`config.mk`:
```
export PLATFORM = sky130hd
export DESIGN_NAME = axis_stream_packetizer_flat
export DESIGN_NICKNAME = d
export VERILOG_FILES = /design/src/rtl/axis_pkt_pkg.sv /design/src/rtl/axis_stream_packetizer_if.sv /design/src/rtl/axis_skid_buffer.sv /design/src/rtl/axis_stream_packetizer.sv /design/src/flat_wrapper.sv
export SDC_FILE = /design/constraint.sdc
export NUM_CORES = 1
export LEC_CHECK = 0
export ABC_AREA = 1
export BUFFER_PORTS_ARGS = -buffer_cell sky130_fd_sc_hd__buf_2
export CAP_MARGIN = 20
export CORE_MARGIN = 2
export CORE_UTILIZATION = 30
export DETAILED_ROUTE_END_ITERATION = 12
export GPL_TIMING_DRIVEN = 0
export PLACE_DENSITY = 0.46
export SLEW_MARGIN = 20
export SYNTH_ARGS = -nofsm -noshare
export SYNTH_HDL_FRONTEND = slang
export SYNTH_HIERARCHICAL = 1
export SYNTH_SLANG_ARGS = --single-unit
export TNS_END_PERCENT = 1
```
`constraint.sdc`:
```
create_clock -name aclk -period 4.4 [get_ports aclk]
set_input_delay 0.22 -clock aclk [delete_from_list [all_inputs] [get_ports aclk]]
set_output_delay 0.22 -clock aclk [all_outputs]
set_load 0.005 [all_outputs]
```
`src/rtl/axis_pkt_pkg.sv`:
```
// Shared definitions for the AXI4-Stream packetizer.
//   state_e      : packetizer FSM states
//   SEQ_* / LEN_*: bit positions of the header word fields
//   make_header  : packs {sequence number, payload length} into one 32-bit word
package axis_pkt_pkg;

  typedef enum logic [1:0] {
    IDLE    = 2'd0,
    HEADER  = 2'd1,
    PAYLOAD = 2'd2
  } state_e;

  localparam int SEQ_MSB = 31;
  localparam int SEQ_LSB = 16;
  localparam int LEN_MSB = 15;
  localparam int LEN_LSB = 0;

  function automatic logic [31:0] make_header(input logic [15:0] seq,
                                              input logic [15:0] len);
    logic [31:0] word;
    word                  = '0;
    word[SEQ_MSB:SEQ_LSB] = seq;
    word[LEN_MSB:LEN_LSB] = len;
    return word;
  endfunction

endpackage

```
`src/rtl/axis_stream_packetizer_if.sv`:
```
// AXI4-Stream bundle used on both sides of the packetizer.
//   tvalid/tready : handshake
//   tdata         : DATA_W-bit word
//   tlast         : end of packet
//   tkeep         : byte enables
// master drives the payload signals and samples tready; slave is the mirror.
interface axis_stream_packetizer_if #(
  parameter int DATA_W = 32
) ();

  logic                tvalid;
  logic                tready;
  logic [DATA_W-1:0]   tdata;
  logic                tlast;
  logic [DATA_W/8-1:0] tkeep;

  modport master (output tvalid, tdata, tlast, tkeep, input tready);
  modport slave  (input tvalid, tdata, tlast, tkeep, output tready);

endinterface

```
`src/rtl/axis_skid_buffer.sv`:
```
// Two-entry output buffer with registered outputs.
//   aclk, aresetn : clock, synchronous active-low reset
//   in_valid_i    : write request; accepted when not full, or when full and popping
//   in_data_i     : word to store
//   full_o        : both entries occupied (registered)
//   out_valid_o   : head entry valid (registered)
//   out_data_o    : head entry (registered)
//   out_ready_i   : downstream accepts the head entry
module axis_skid_buffer #(
  parameter int WIDTH = 33
) (
  input  logic             aclk,
  input  logic             aresetn,
  input  logic             in_valid_i,
  input  logic [WIDTH-1:0] in_data_i,
  output logic             full_o,
  output logic             out_valid_o,
  output logic [WIDTH-1:0] out_data_o,
  input  logic             out_ready_i
);

  logic [1:0]       count_q, count_d;
  logic [WIDTH-1:0] head_q, head_d;
  logic [WIDTH-1:0] tail_q, tail_d;
  logic             pop, push;

  assign pop  = (count_q != 2'd0) && out_ready_i;
  assign push = in_valid_i && ((count_q != 2'd2) || pop);

  // NOTE: every always_comb output gets a default first, so no path leaves it unassigned (no latch).
  always_comb begin
    count_d = count_q;
    head_d  = head_q;
    tail_d  = tail_q;
    unique case ({push, pop})
      2'b10: begin
        if (count_q == 2'd0) head_d = in_data_i;
        else                 tail_d = in_data_i;
        count_d = count_q + 2'd1;
      end
      2'b01: begin
        head_d  = tail_q;
        count_d = count_q - 2'd1;
      end
      2'b11: begin
        // Occupancy unchanged: the new word lands behind whatever is still queued.
        if (count_q == 2'd1) begin
          head_d = in_data_i;
        end else begin
          head_d = tail_q;
          tail_d = in_data_i;
        end
      end
      default: ;
    endcase
  end

  // NOTE: sequential state is written with non-blocking assignments only.
  always_ff @(posedge aclk) begin
    if (!aresetn) begin
      count_q <= 2'd0;
      head_q  <= '0;
    end else begin
      count_q <= count_d;
      head_q  <= head_d;
    end
  end

  // NOTE: the tail entry is storage, not control; occupancy gates it, so it needs no reset.
  always_ff @(posedge aclk) begin
    tail_q <= tail_d;
  end

  assign full_o      = (count_q == 2'd2);
  assign out_valid_o = (count_q != 2'd0);
  assign out_data_o  = head_q;

endmodule

```
`src/rtl/axis_stream_packetizer.sv`:
```
// Slices an endless AXI4-Stream into fixed-length packets with TLAST on the
// final word, optionally preceded by a {seq[15:0], len[15:0]} header word.
//   aclk, aresetn : clock, synchronous active-low reset
//   enable        : start/continue packetizing, sampled at packet boundaries
//   pkt_len       : payload words per packet (0 treated as 1), latched per packet
//   s_axis        : upstream stream (tlast/tkeep ignored)
//   m_axis        : packetized output, registered through a 2-entry buffer
//   pkt_count     : packets completed since reset, wraps
//   busy          : FSM active or output buffer non-empty
module axis_stream_packetizer
  import axis_pkt_pkg::*;
#(
  parameter int DATA_W    = 32,
  parameter int LEN_W     = 16,
  parameter int HEADER_EN = 1
) (
  input  logic                     aclk,
  input  logic                     aresetn,
  input  logic                     enable,
  input  logic [LEN_W-1:0]         pkt_len,
  axis_stream_packetizer_if.slave  s_axis,
  axis_stream_packetizer_if.master m_axis,
  output logic [31:0]              pkt_count,
  output logic                     busy
);

  state_e           state_q;
  logic [LEN_W-1:0] len_q;
  logic [LEN_W-1:0] word_cnt_q;
  logic [15:0]      seq_q;
  logic [31:0]      pkt_count_q;

  logic             buf_full, buf_valid;
  logic             push_valid;
  logic [DATA_W:0]  push_data;
  logic [DATA_W:0]  buf_out;
  logic             in_hs, last_word;
  logic [LEN_W-1:0] eff_len;

  logic unused_inputs;
  assign unused_inputs = &{1'b0, s_axis.tlast, s_axis.tkeep};

  assign eff_len   = (pkt_len == '0) ? LEN_W'(1) : pkt_len;
  assign s_axis.tready = (state_q == PAYLOAD) && !buf_full;
  assign in_hs     = s_axis.tvalid && s_axis.tready;
  assign last_word = (word_cnt_q == len_q - LEN_W'(1));

  always_comb begin
    push_valid = 1'b0;
    push_data  = '0;
    unique case (state_q)
      HEADER: begin
        push_valid = !buf_full;
        push_data  = {1'b0, DATA_W'(make_header(seq_q, 16'(len_q)))};
      end
      PAYLOAD: begin
        push_valid = in_hs;
        push_data  = {last_word, s_axis.tdata};
      end
      default: ;
    endcase
  end

  always_ff @(posedge aclk) begin
    if (!aresetn) begin
      state_q     <= IDLE;
      len_q       <= LEN_W'(1);
      word_cnt_q  <= '0;
      seq_q       <= '0;
      pkt_count_q <= '0;
    end else begin
      unique case (state_q)
        IDLE: begin
          if (enable) begin
            len_q      <= eff_len;
            word_cnt_q <= '0;
            state_q    <= (HEADER_EN != 0) ? HEADER : PAYLOAD;
          end
        end
        HEADER: begin
          if (!buf_full) state_q <= PAYLOAD;
        end
        PAYLOAD: begin
          if (in_hs) begin
            if (last_word) begin
              seq_q       <= seq_q + 16'd1;
              pkt_count_q <= pkt_count_q + 32'd1;
              word_cnt_q  <= '0;
              // enable only matters here, on the packet boundary.
              if (enable) begin
                len_q   <= eff_len;
                state_q <= (HEADER_EN != 0) ? HEADER : PAYLOAD;
              end else begin
                state_q <= IDLE;
              end
            end else begin
              word_cnt_q <= word_cnt_q + LEN_W'(1);
            end
          end
        end
        default: state_q <= IDLE;
      endcase
    end
  end

  axis_skid_buffer #(.WIDTH(DATA_W + 1)) u_skid (
    .aclk        (aclk),
    .aresetn     (aresetn),
    .in_valid_i  (push_valid),
    .in_data_i   (push_data),
    .full_o      (buf_full),
    .out_valid_o (buf_valid),
    .out_data_o  (buf_out),
    .out_ready_i (m_axis.tready)
  );

  assign m_axis.tvalid = buf_valid;
  assign m_axis.tdata  = buf_out[DATA_W-1:0];
  assign m_axis.tlast  = buf_out[DATA_W];
  assign m_axis.tkeep  = '1;

  assign pkt_count = pkt_count_q;
  assign busy      = (state_q != IDLE) || buf_valid;

endmodule

```
`src/flat_wrapper.sv`:
```
// flat-port wrapper written by rule: the top's interface ports become plain ports
module axis_stream_packetizer_flat import axis_pkt_pkg::*;
#(
  parameter int DATA_W    = 32,
  parameter int LEN_W     = 16,
  parameter int HEADER_EN = 1
)
  (aclk, aresetn, enable, pkt_len, pkt_count, busy, s_axis_tvalid, s_axis_tdata, s_axis_tlast, s_axis_tkeep, s_axis_tready, m_axis_tvalid, m_axis_tdata, m_axis_tlast, m_axis_tkeep, m_axis_tready);
  axis_stream_packetizer_if #(.DATA_W(DATA_W)) s_axis_i ();
  axis_stream_packetizer_if #(.DATA_W(DATA_W)) m_axis_i ();
  input  logic aclk;
  input  logic aresetn;
  input  logic enable;
  input  logic [LEN_W-1:0] pkt_len;
  output logic [31:0] pkt_count;
  output logic busy;
  input wire logic [$bits(s_axis_i.tvalid)-1:0] s_axis_tvalid;
  input wire logic [$bits(s_axis_i.tdata)-1:0] s_axis_tdata;
  input wire logic [$bits(s_axis_i.tlast)-1:0] s_axis_tlast;
  input wire logic [$bits(s_axis_i.tkeep)-1:0] s_axis_tkeep;
  output wire logic [$bits(s_axis_i.tready)-1:0] s_axis_tready;
  output wire logic [$bits(m_axis_i.tvalid)-1:0] m_axis_tvalid;
  output wire logic [$bits(m_axis_i.tdata)-1:0] m_axis_tdata;
  output wire logic [$bits(m_axis_i.tlast)-1:0] m_axis_tlast;
  output wire logic [$bits(m_axis_i.tkeep)-1:0] m_axis_tkeep;
  input wire logic [$bits(m_axis_i.tready)-1:0] m_axis_tready;
  assign s_axis_i.tvalid = s_axis_tvalid;
  assign s_axis_i.tdata = s_axis_tdata;
  assign s_axis_i.tlast = s_axis_tlast;
  assign s_axis_i.tkeep = s_axis_tkeep;
  assign s_axis_tready = s_axis_i.tready;
  assign m_axis_tvalid = m_axis_i.tvalid;
  assign m_axis_tdata = m_axis_i.tdata;
  assign m_axis_tlast = m_axis_i.tlast;
  assign m_axis_tkeep = m_axis_i.tkeep;
  assign m_axis_i.tready = m_axis_tready;
  axis_stream_packetizer #(.DATA_W(DATA_W), .LEN_W(LEN_W), .HEADER_EN(HEADER_EN)) u_core (.aclk(aclk), .aresetn(aresetn), .enable(enable), .pkt_len(pkt_len), .s_axis(s_axis_i), .m_axis(m_axis_i), .pkt_count(pkt_count), .busy(busy));
endmodule
```
# Word level (Yosys, flattened, before mapping)
# Cells that the tools add are included.
# op_classes
add_sub_neg,6
n_eq_ne,16
n_mux,24
n_reduce_logical,22
# op_table
cell,count
33-bit 2-to-1 mux,4
33-bit one-hot mux with 2 select lines,2
16-bit 2-to-1 mux,7
33-bit one-hot mux with 3 select lines,1
16-bit one-hot mux with 2 select lines,2
16-bit by 1-bit adder with 16-bit output (second input constant),2
32-bit by 1-bit adder with 32-bit output (second input constant),1
16-bit == test,1
16-bit logical NOT,1
16-bit by 1-bit subtractor with 16-bit output (second input constant),1
2-bit != test (second input constant),6
3-bit AND reduction,4
2-bit nonzero test,5
2-bit == test (second input constant),4
2-bit 2-to-1 mux,4
2-bit by 1-bit == test with 1-bit output (second input constant),3
2-bit one-hot mux with 3 select lines,1
1-bit logical AND,4
2-bit logical NOT,2
2-bit by 1-bit != test with 1-bit output (second input constant),2
2-bit one-hot mux with 2 select lines,1
4-bit AND reduction,1
3-bit nonzero test,1
2-bit by 1-bit adder with 2-bit output (second input constant),1
6 further kinds,7
# word_totals
register_bits,150
inputBits,58
output_inout_bits,72

# Logic depth before layout (Yosys ltp)
# Gate-level depths: netlist (run 1).
# logic_depth
depth_word,9
depth_mapped,18
depth_no_buf,17

# By module
# Netlist (run 1), hierarchy kept.
# by_module_without_submodules
mod,instances,cells_each,area_per_inst_um2,seq_area_each_um2
axis_stream_packetizer,1,909,5899.4,1641.6
axis_skid_buffer,1,490,3470.8,1691.6

# Worst setup path before layout (run 1)
# No wires, ideal clock.
# synth_path
path_type,reg2reg
startpoint,register u_core.state_q[1]
endpoint,register u_core.u_skid.tail_q[0] (enable)
setup_time_ps,434
t_arrival_ps,3552
slack_ps,414
path_stages_with_launch,12
n_path_buf,3
period_less_slack_ps,3986
cell_sequence,dfxtp_1 > inv_1 > ha_1 > clkbuf_1 > clkbuf_1 > nand2_1 > a21oi_1 > inv_2 > nor2_4 > buf_2 > o21ai_0 > a21oi_1
# synth_via
elab_chain_cells,8
# synth_rtl
item,line,source
start: declaration,axis_stream_packetizer.sv:27,state_e state_q;
start signal: assignment,axis_stream_packetizer.sv:77,state_q <= (HEADER_EN != 0) ? HEADER : PAYLOAD;
start signal: assignment,axis_stream_packetizer.sv:92,state_q <= (HEADER_EN != 0) ? HEADER : PAYLOAD;
2-bit == test,"axis_stream_packetizer.sv:44, axis_stream_packetizer.sv:51",
1-bit logical AND,axis_stream_packetizer.sv:44,assign s_axis.tready = (state_q == PAYLOAD) && !buf_full;
1-bit logical AND,axis_stream_packetizer.sv:45,assign in_hs = s_axis.tvalid && s_axis.tready;
1-bit one-hot mux with 2 select lines *,axis_stream_packetizer.sv:51,unique case (state_q)
via u_core.push_valid,axis_stream_packetizer.sv:34,logic push_valid;
1-bit logical AND *,axis_skid_buffer.sv:28,assign push = in_valid_i && ((count_q != 2'd2) || pop);
2-bit == test,axis_skid_buffer.sv:35,"unique case ({push, pop})"
2-bit != test (no source line) or 2-bit nonzero test (tied branches),n/a,
3-bit AND reduction (no source line) *,n/a,
end signal: assignment,axis_skid_buffer.sv:71,tail_q <= tail_d;
end: declaration,axis_skid_buffer.sv:24,"logic [WIDTH-1:0] tail_q, tail_d;"
# The timed path passes the listed nets; every way through them passes the cells marked *.
# A chain may end at the register's enable or synchronous reset.

# Final worst setup path (run 1)
# layout_path
startpoint,register u_core.state_q[1]
endpoint,register u_core.u_skid.tail_q[5] (enable)
# The elaborated chain is that of the path after synthesis.

==> results of run 1 <==
## cells by family (layout without fill, tap and decap cells)
logic type | after synthesis | after routing | synth area share
AO/OA/AOI/OAI | 152 | 152 | 0.0904
adder cells (fa/ha/maj) | 12 | 12 | 0.0160
AND/OR/NAND/NOR | 874 | 874 | 0.401
flip-flops | 150 | 150 | 0.356
other | 1 | 4 | 0.000400
buffers and inverters | 140 | 292 | 0.0709
XOR/XNOR | 70 | 70 | 0.0654
## power groups by stage
stage | Sequential [mW] | Combinational, mW | Clock (mW)
4_1_cts | 1.96 | 3.00 | 1.51
3_3_place_gp | 2.00 | 2.94 | 0
5_1_grt | 2.01 | 3.37 | 1.58
3_5_place_dp | 1.99 | 2.99 | 0
6_report | 1.96 | 2.97 | 1.46
2_1_floorplan | 1.95 | 2.07 | 0
## registers in the layout, summed over array words and instances (netlist names)
register,flops
u_core/word_cnt_q,16
u_core/seq_q,16
u_core/len_q,16
u_core/u_skid/count_q,2
u_core/state_q,2
u_core/u_skid/tail_q,33
u_core/u_skid/out_data_o,33
u_core/pkt_count,32
## synth_stat cells, types with 12 or more instances
master | instances | area [sq um]
o21ai_0 | 42 | 210
ha_1 | 12 | 150
nand4_1 | 14 | 87.6
clkbuf_1 | 28 | 105
nand2_2 | 26 | 163
nor3_1 | 20 | 100
xor2_1 | 46 | 403
xnor2_1 | 24 | 210
a21oi_2 | 20 | 175
a21oi_1 | 83 | 415
nor4_1 | 17 | 106
nand2_1 | 525 | 1970
nand3_1 | 71 | 355
dfxtp_1 | 117 | 2340
nor2_1 | 158 | 593
nand3b_1 | 22 | 165
buf_2 | 17 | 85.1
inv_1 | 64 | 240
edfxtp_1 | 33 | 991
## cell type report
| cell class | count | area (sq um) |
|---|---|---|
| clock inverter | 10 | 92.6 |
| clock buffer | 21 | 482 |
| sequential | 150 | 3330 |
| tap | 396 | 495 |
| fill | 3322 | 19600 |
| multi-input combinational | 1112 | 5400 |
| timing repair buffer | 121 | 628 |
| inverter | 70 | 264 |
| buffer | 70 | 400 |
## worst min-delay path, delay by kind of cell
| kind | cells | cell delay (ns) |
|---|---|---|
| buffers and inverters | 1 | 0.09 |
| AND/OR/NAND/NOR | 2 | 0.12 |
## worst paths after layout
kind | depth (start not counted) | end | slack (ns) | startpoint
worst max-delay path | 12 | u_core/u_skid/tail_q[5]$_DFFE_PP_ | 0.64 | u_core/state_q[1]$_SDFFE_PN0P_
worst min-delay path | 3 | u_core/len_q[2]$_SDFFE_PN0P_ | 0.04 | pkt_len[2]
worst max register to register | 12 | u_core/u_skid/tail_q[5]$_DFFE_PP_ | 0.64 | u_core/state_q[1]$_SDFFE_PN0P_
worst min register to register | 2 | u_core/u_skid/out_data_o[20]$_SDFFE_PN0P_ | 0.50 | u_core/u_skid/out_data_o[20]$_SDFFE_PN0P_
## metrics by stage
stage                     instances  setup TNS [ns]  hold slack (ns)
after CTS                      1950               0           0.0171
after detailed placement       1919               0            0.475
final                          1950               0           0.0375
after global routing           1950               0           0.0287
after global placement         1918          -36.70            0.468
after floorplan                1402               0            0.355
## routing by layer
metal  vias to the layer above  track usage  wire length (um)
met5                         -            0                 0
met4                         0       0.0526               532
met3                        33       0.0280              1110
met2                       189        0.302             13800
met1                      4154        0.251             14300
li1                       4762            -                 -
==> out/metrics.csv, run 1 <==
stage;metric;value;unit
clocking;clk root buf;clkbuf_16;
timing;Max Slew Vio Count;0;
power_and_ir_drop;combinational share of power;0.464;
power_and_ir_drop;sequential share of power;0.307;
floorplanning;die area;32700;sq um
route;First-pass DRT Iterations;7;
outcome;status;complete, no violations;
place;number of I/O port buffers;120;
power_and_ir_drop;Tot Pwr;6.39;mW
cells_and_area;most common cell after layout, fill and taps aside;nand2_1;
synth;post-synth cell types;37;
worst_setup_path;CP max stage delay;0.56;ns
floorplanning;Core ar.;30700;sq um
worst_setup_path;Buf/Inv on CP;6;
global_routing;total track usage;0.184;
worst_setup_path;nature of the critical path endpoint;register;
worst_setup_path;Worst Path Required;4.54;ns
clocking;CTS buffer count;17;
global_routing;initial antenna violation count;1;
worst_setup_path;Crit path max-delay family;buffers and inverters;
synth;register area share after synthesis;0.356;
cells_and_area;Final Core Density;0.362;
place;routability cong.;0.902;
route;DRC;0;
clocking;maximum clock path buffer count;2;
power_and_ir_drop;Leak;4.62;nW
synth;Post-Syn Area;9370;sq um
synth;ys async rst share;0;
worst_setup_path;Critical Path AT;3.89;ns
cells_and_area;Area growth syn-to-layout;18.4;%
floorplanning;die extent in x;181;um
worst_setup_path;Worst Setup Start Kind;register;
worst_setup_path;Crit Path Category;reg -> reg;
synth;number of synthesized register bits;150;
power_and_ir_drop;Max VDD drop;307;uV
power_and_ir_drop;share of total power in the clock network;0.228;
route;final WL;29.7;mm
timing;Finish-stage setup viols;0;
worst_setup_path;most frequent CP cell;clkbuf_1;
worst_setup_path;Slowest-stage cell, CP;a21oi_4;
place;HPWL Detailed;22.9;mm
synth;Mapped Cells;1399;
place;Area after DPL;10500;sq um
cells_and_area;Nets;1612;
global_routing;first-pass GRT wire length;48.1;mm
power_and_ir_drop;Pint;3.57;mW
run;max cap viols;0;
synth;Post-Syn Area per Cell;6.70;sq um
power_and_ir_drop;Power Dens Cells;576;nW/um^2
clocking;Post-CTS Setup Bufs;0;
clocking;# H-tree levels;4;
route;via count;9138;
floorplanning;Die Y;181;um
route;WL/cell;15.2;um
floorplanning;Initial Util;0.306;
worst_setup_path;CP Max Fanout;17;
power_and_ir_drop;Net Sw Frac;0.441;
synth;Post-synth EDFFs;33;
global_routing;Overflow after GRT;0;
timing;worst slew pin tran;0.880;ns
cells_and_area;# diodes;0;
route;initial drt markers;569;
power_and_ir_drop;NetSw;2.82;mW
cells_and_area;most frequent cells in the layout;525 x nand2_1, 158 x nor2_1, 137 x buf_2, 117 x dfxtp_1, 82 x a21oi_1;
synth;Top FF cell, synth;dfxtp_1;
cells_and_area;layout cell share with drive strength beyond 1;0.167;
route;vias per inst;4.69;
timing;Setup WS post-layout;0.642;ns
timing;fmax;266;MHz
place;pre-CTS setup slack;0.669;ns
timing;final hold vios;0;
clocking;CTS tree;built;
timing;RSZ-0062 raised after global routing;no;
clocking;hold_buf cts;0;
clocking;post-cts resize count;0;
worst_setup_path;Critical Path, Cell by Cell;inv_1, ha_1, clkbuf_1, clkbuf_1, nand2_1, a21oi_1, inv_2, nor2_4, buf_2, o21ai_0, a21oi_4, buf_16;
hold_path;Hold WC Path Type;in -> reg;
global_routing;vias in the first global route;8776;
global_routing;largest net degree at the start of global routing;18;
clocking;Clock Latency Late Sink;0.43;ns
cells_and_area;design area;11100;sq um
floorplanning;# rows;64;
floorplanning;I/O pin cnt;130;
timing;Tcrit/Tclk final;0.854;
route;post-route ant nets;0;
timing;Final min period;3.76;ns
clocking;clock slew at reported path FFs;0.06;ns
timing;skew final;0.0111;ns
clocking;CTS sink count;150;
timing;relative slew slack;0.414;
synth;Syn. warnings;6;
Power figures use the tool's default switching activity.
==> inputs of run 2 (changes only) <==
--- a/config.mk
+++ b/config.mk
@@ -12,10 +12,9 @@
 export CORE_UTILIZATION = 30
 export DETAILED_ROUTE_END_ITERATION = 12
 export GPL_TIMING_DRIVEN = 0
-export PLACE_DENSITY = 0.46
+export PLACE_DENSITY = 0.47
 export SLEW_MARGIN = 20
 export SYNTH_ARGS = -nofsm -noshare
 export SYNTH_HDL_FRONTEND = slang
-export SYNTH_HIERARCHICAL = 1
 export SYNTH_SLANG_ARGS = --single-unit
 export TNS_END_PERCENT = 1
==> run 2 against run 1 <==
Against the previous run: sequential share of layout area rose by 2.5 points; register-to-register slack improved by 0.73 ns; core utilization rose by 0.58 points; synthesized cell count fell by 16%; design area fell by 7.7%; worst hold slack improved by 0.0072 ns; global-route usage rose by 0.16 points; cell count fell by 12%; largest cell class unchanged.
==> out/metrics.csv, run 2 <==
stage;metric;value;unit;change
synth;Mapped Cells;1172;;was 1399
clocking;hold_buf cts;0;;unchanged
cells_and_area;Nets;1388;;was 1612
timing;Setup WS post-layout;1.37;ns;was 0.642 ns
route;DRC;0;;unchanged
route;initial drt markers;482;;was 569
synth;count leader, synth;nand2_1;;unchanged
synth;Synth area leaders;dfxtp_1 27%, edfxtp_1 12%, nand2_1 11%;;was dfxtp_1 25%, nand2_1 21%, edfxtp_1 11%
timing;skew final;0.0159;ns;was 0.0111 ns
worst_setup_path;nature of the critical path endpoint;register;;unchanged
worst_setup_path;Worst Path Required;4.75;ns;was 4.54 ns
floorplanning;Initial Util;0.306;;about the same
route;vias per inst;4.82;;was 4.69
floorplanning;die extent in x;173;um;was 181 um
timing;fmax;330;MHz;was 266 MHz
place;Area after DPL;9650;sq um;was 10500 sq um
synth;Post-synth EDFFs;33;;unchanged
synth;Post-Syn Area per Cell;7.27;sq um;was 6.70 sq um
cells_and_area;most frequent cells in the layout;257 x nand2_1, 150 x nor2_1, 129 x inv_1, 126 x buf_2, 117 x dfxtp_1;;was 525 x nand2_1, 158 x nor2_1, 137 x buf_2, 117 x dfxtp_1, 82 x a21oi_1
timing;final hold vios;0;;unchanged
route;final WL;27.7;mm;was 29.7 mm
place;pre-CTS setup slack;1.30;ns;was 0.669 ns
worst_setup_path;Reg2Reg Depth;13;;was 12
hold_path;Hold Path Depth;3;;unchanged
global_routing;first-pass GRT wire length;43.9;mm;was 48.1 mm
timing;Tcrit/Tclk final;0.689;;was 0.854
route;post-route ant nets;0;;unchanged
synth;Synth area leader;dfxtp_1;;unchanged
synth;number of synthesized register bits;150;;unchanged
run;max cap viols;0;;unchanged
clocking;CTS buffer count;17;;unchanged
timing;Finish-stage setup viols;0;;unchanged
synth;leading cell types by count after synthesis;257 x nand2_1, 150 x nor2_1, 129 x inv_1;;was 525 x nand2_1, 158 x nor2_1, 117 x dfxtp_1
clocking;maximum clock path buffer count;2;;unchanged
floorplanning;die area;29800;sq um;was 32700 sq um
synth;post-synthesis simple-gate area fraction;0.310;;was 0.401
cells_and_area;Final Core Density;0.367;;was 0.362
synth;Synth Area in Compound Gates;0.124;;was 0.0904
place;routability cong.;0.889;;was 0.902
clocking;CTS tree;built;;unchanged
clocking;# H-tree levels;4;;unchanged
floorplanning;# rows;61;;was 64
timing;worst slew pin tran;0.767;ns;was 0.880 ns
synth;Post-Syn Area;8520;sq um;was 9370 sq um
global_routing;Overflow after GRT;0;;unchanged
cells_and_area;layout cell share with drive strength beyond 1;0.153;;was 0.167
clocking;clock slew at reported path FFs;0.07;ns;was 0.06 ns
floorplanning;Core ar.;27900;sq um;was 30700 sq um
outcome;status;complete, no violations;;unchanged
timing;relative slew slack;0.485;;was 0.414
timing;Max Slew Vio Count;0;;unchanged
hold_path;Hold WC Path Type;in -> reg;;unchanged
synth;Synth Area in Adders;0.0206;;was 0.0160
clocking;clk root buf;clkbuf_16;;unchanged
worst_setup_path;Worst Setup Start Kind;register;;unchanged
cells_and_area;design area;10200;sq um;was 11100 sq um
global_routing;largest net degree at the start of global routing;17;;was 18
synth;largest family of logic cells by synthesized area;simple AND/OR/NAND/NOR gates;;unchanged
cells_and_area;Post-Layout Cell Count;1708;;was 1950
timing;RSZ-0062 raised after global routing;no;;unchanged
global_routing;initial antenna violation count;2;;was 1
timing;Final min period;3.03;ns;was 3.76 ns
cells_and_area;most common cell after layout, fill and taps aside;nand2_1;;unchanged
power_and_ir_drop;Tot Pwr;5.85;mW;was 6.39 mW
place;number of I/O port buffers;120;;unchanged
timing;setup TNS;0;ns;unchanged
cells_and_area;Area growth syn-to-layout;20.2;%;was 18.4%
clocking;Clock Latency Late Sink;0.44;ns;was 0.43 ns
power_and_ir_drop;Leak;4.45;nW;was 4.62 nW
clocking;post-cts resize count;0;;unchanged
synth;post-synth cell types;39;;was 37
route;via count;8229;;was 9138
synth;Synth Area in XOR/XNOR;0.0617;;was 0.0654
synth;Syn. warnings;0;;was 6
power_and_ir_drop;Power Dens Cells;572;nW/um^2;was 576 nW/um^2
clocking;CTS sink count;150;;unchanged
synth;Top FF cell, synth;dfxtp_1;;unchanged
worst_setup_path;CP Max Fanout;10;;was 17
timing;hold slack;0.0447;ns;was 0.0375 ns
synth;register area share after synthesis;0.391;;was 0.356
global_routing;total track usage;0.186;;was 0.184
route;WL/cell;16.2;um;was 15.2 um
route;First-pass DRT Iterations;5;;was 7
synth;ys async rst share;0;;unchanged
synth;post-synthesis mux area share;0;;unchanged
floorplanning;I/O pin cnt;130;;unchanged
global_routing;vias in the first global route;8006;;was 8776
synth;post-synth top area share;0.275;;was 0.250
place;HPWL Detailed;21.7;mm;was 22.9 mm
clocking;Post-CTS Setup Bufs;0;;unchanged
power_and_ir_drop;Max VDD drop;302;uV;was 307 uV
worst_setup_path;Crit Path Category;reg -> reg;;unchanged
floorplanning;Die Y;173;um;was 181 um
place;placed cells;1675;;was 1919
worst_setup_path;Critical Path AT;3.38;ns;was 3.89 ns
-- run 2: cell types whose count changed after synthesis, moves of 14 or more --
| cell | delta |
|---|---|
| nand2_1 | -268 |
| inv_1 | +65 |
| nand4_1 | +39 |
| a32oi_1 | +32 |
| a21oi_1 | -28 |
| a221oi_1 | +23 |
| nand2_2 | -22 |
| a21oi_2 | -20 |
| clkbuf_1 | +17 |
| nand3_1 | -14 |
-- run 2: layer usage --
metal  vias to the layer above  global-route usage  part of all wire
met3                        26              0.0334             0.046
met1                      3795               0.257              0.50
met4                         0              0.0445             0.013
met5                         -                   0                 0
met2                       193               0.299              0.44
li1                       4215                   -                 -
-- run 2: worst max-delay path: stages (launching register included) --
cell	delay [ns]
dfxtp_1	0.33
inv_1	0.08
ha_1	0.25
nor2_1	0.20
nand2_1	0.20
o21ai_0	0.13
nand2_1	0.09
inv_1	0.11
ha_1	0.19
a21oi_1	0.07
nor2_1	0.44
clkbuf_1	0.47
nand2_1	0.10
a311oi_1	0.28
-- run 2: power breakdown --
group	switching, mW	leakage (nW)	internal (mW)
Sequential	0.241	1.26	1.75
Combinational	1.59	2.91	0.783
Clock	0.683	0.286	0.806
Total	2.51	4.45	3.34
-- run 2: cells by family (layout without fill, tap and decap cells) --
kind of cell,count (synthesis),after routing
simple gates,592,592
buf+inv,196,350
compound gates,159,159
flops,150,150
xor+xnor,60,60
fa+ha+maj,14,14
other cells,1,5
-- run 2: layout make-up --
cell class	instances	area [sq um]
Fill cell	3020	17600
Multi-Input combinational cell	829	4420
Inverter	133	499
Clock buffer	17	425
Tap cell	378	473
Sequential cell	150	3330
Antenna cell	1	2.50
Clock inverter	15	163
Timing Repair Buffer	122	631
Buffer	63	289
-- run 2: final timing paths --
kind / start / to / slack (ns)
max reg2reg: u_core.u_skid.count_q[0]$_SDFFE_PN0P_ / u_core.u_skid.out_data_o[25]$_SDFFE_PN0P_ / 1.37
max: u_core.u_skid.count_q[0]$_SDFFE_PN0P_ / u_core.u_skid.out_data_o[25]$_SDFFE_PN0P_ / 1.37
min: pkt_len[9] / u_core.len_q[9]$_SDFFE_PN0P_ / 0.04
min reg2reg: u_core.u_skid.out_data_o[16]$_SDFFE_PN0P_ / u_core.u_skid.out_data_o[16]$_SDFFE_PN0P_ / 0.49
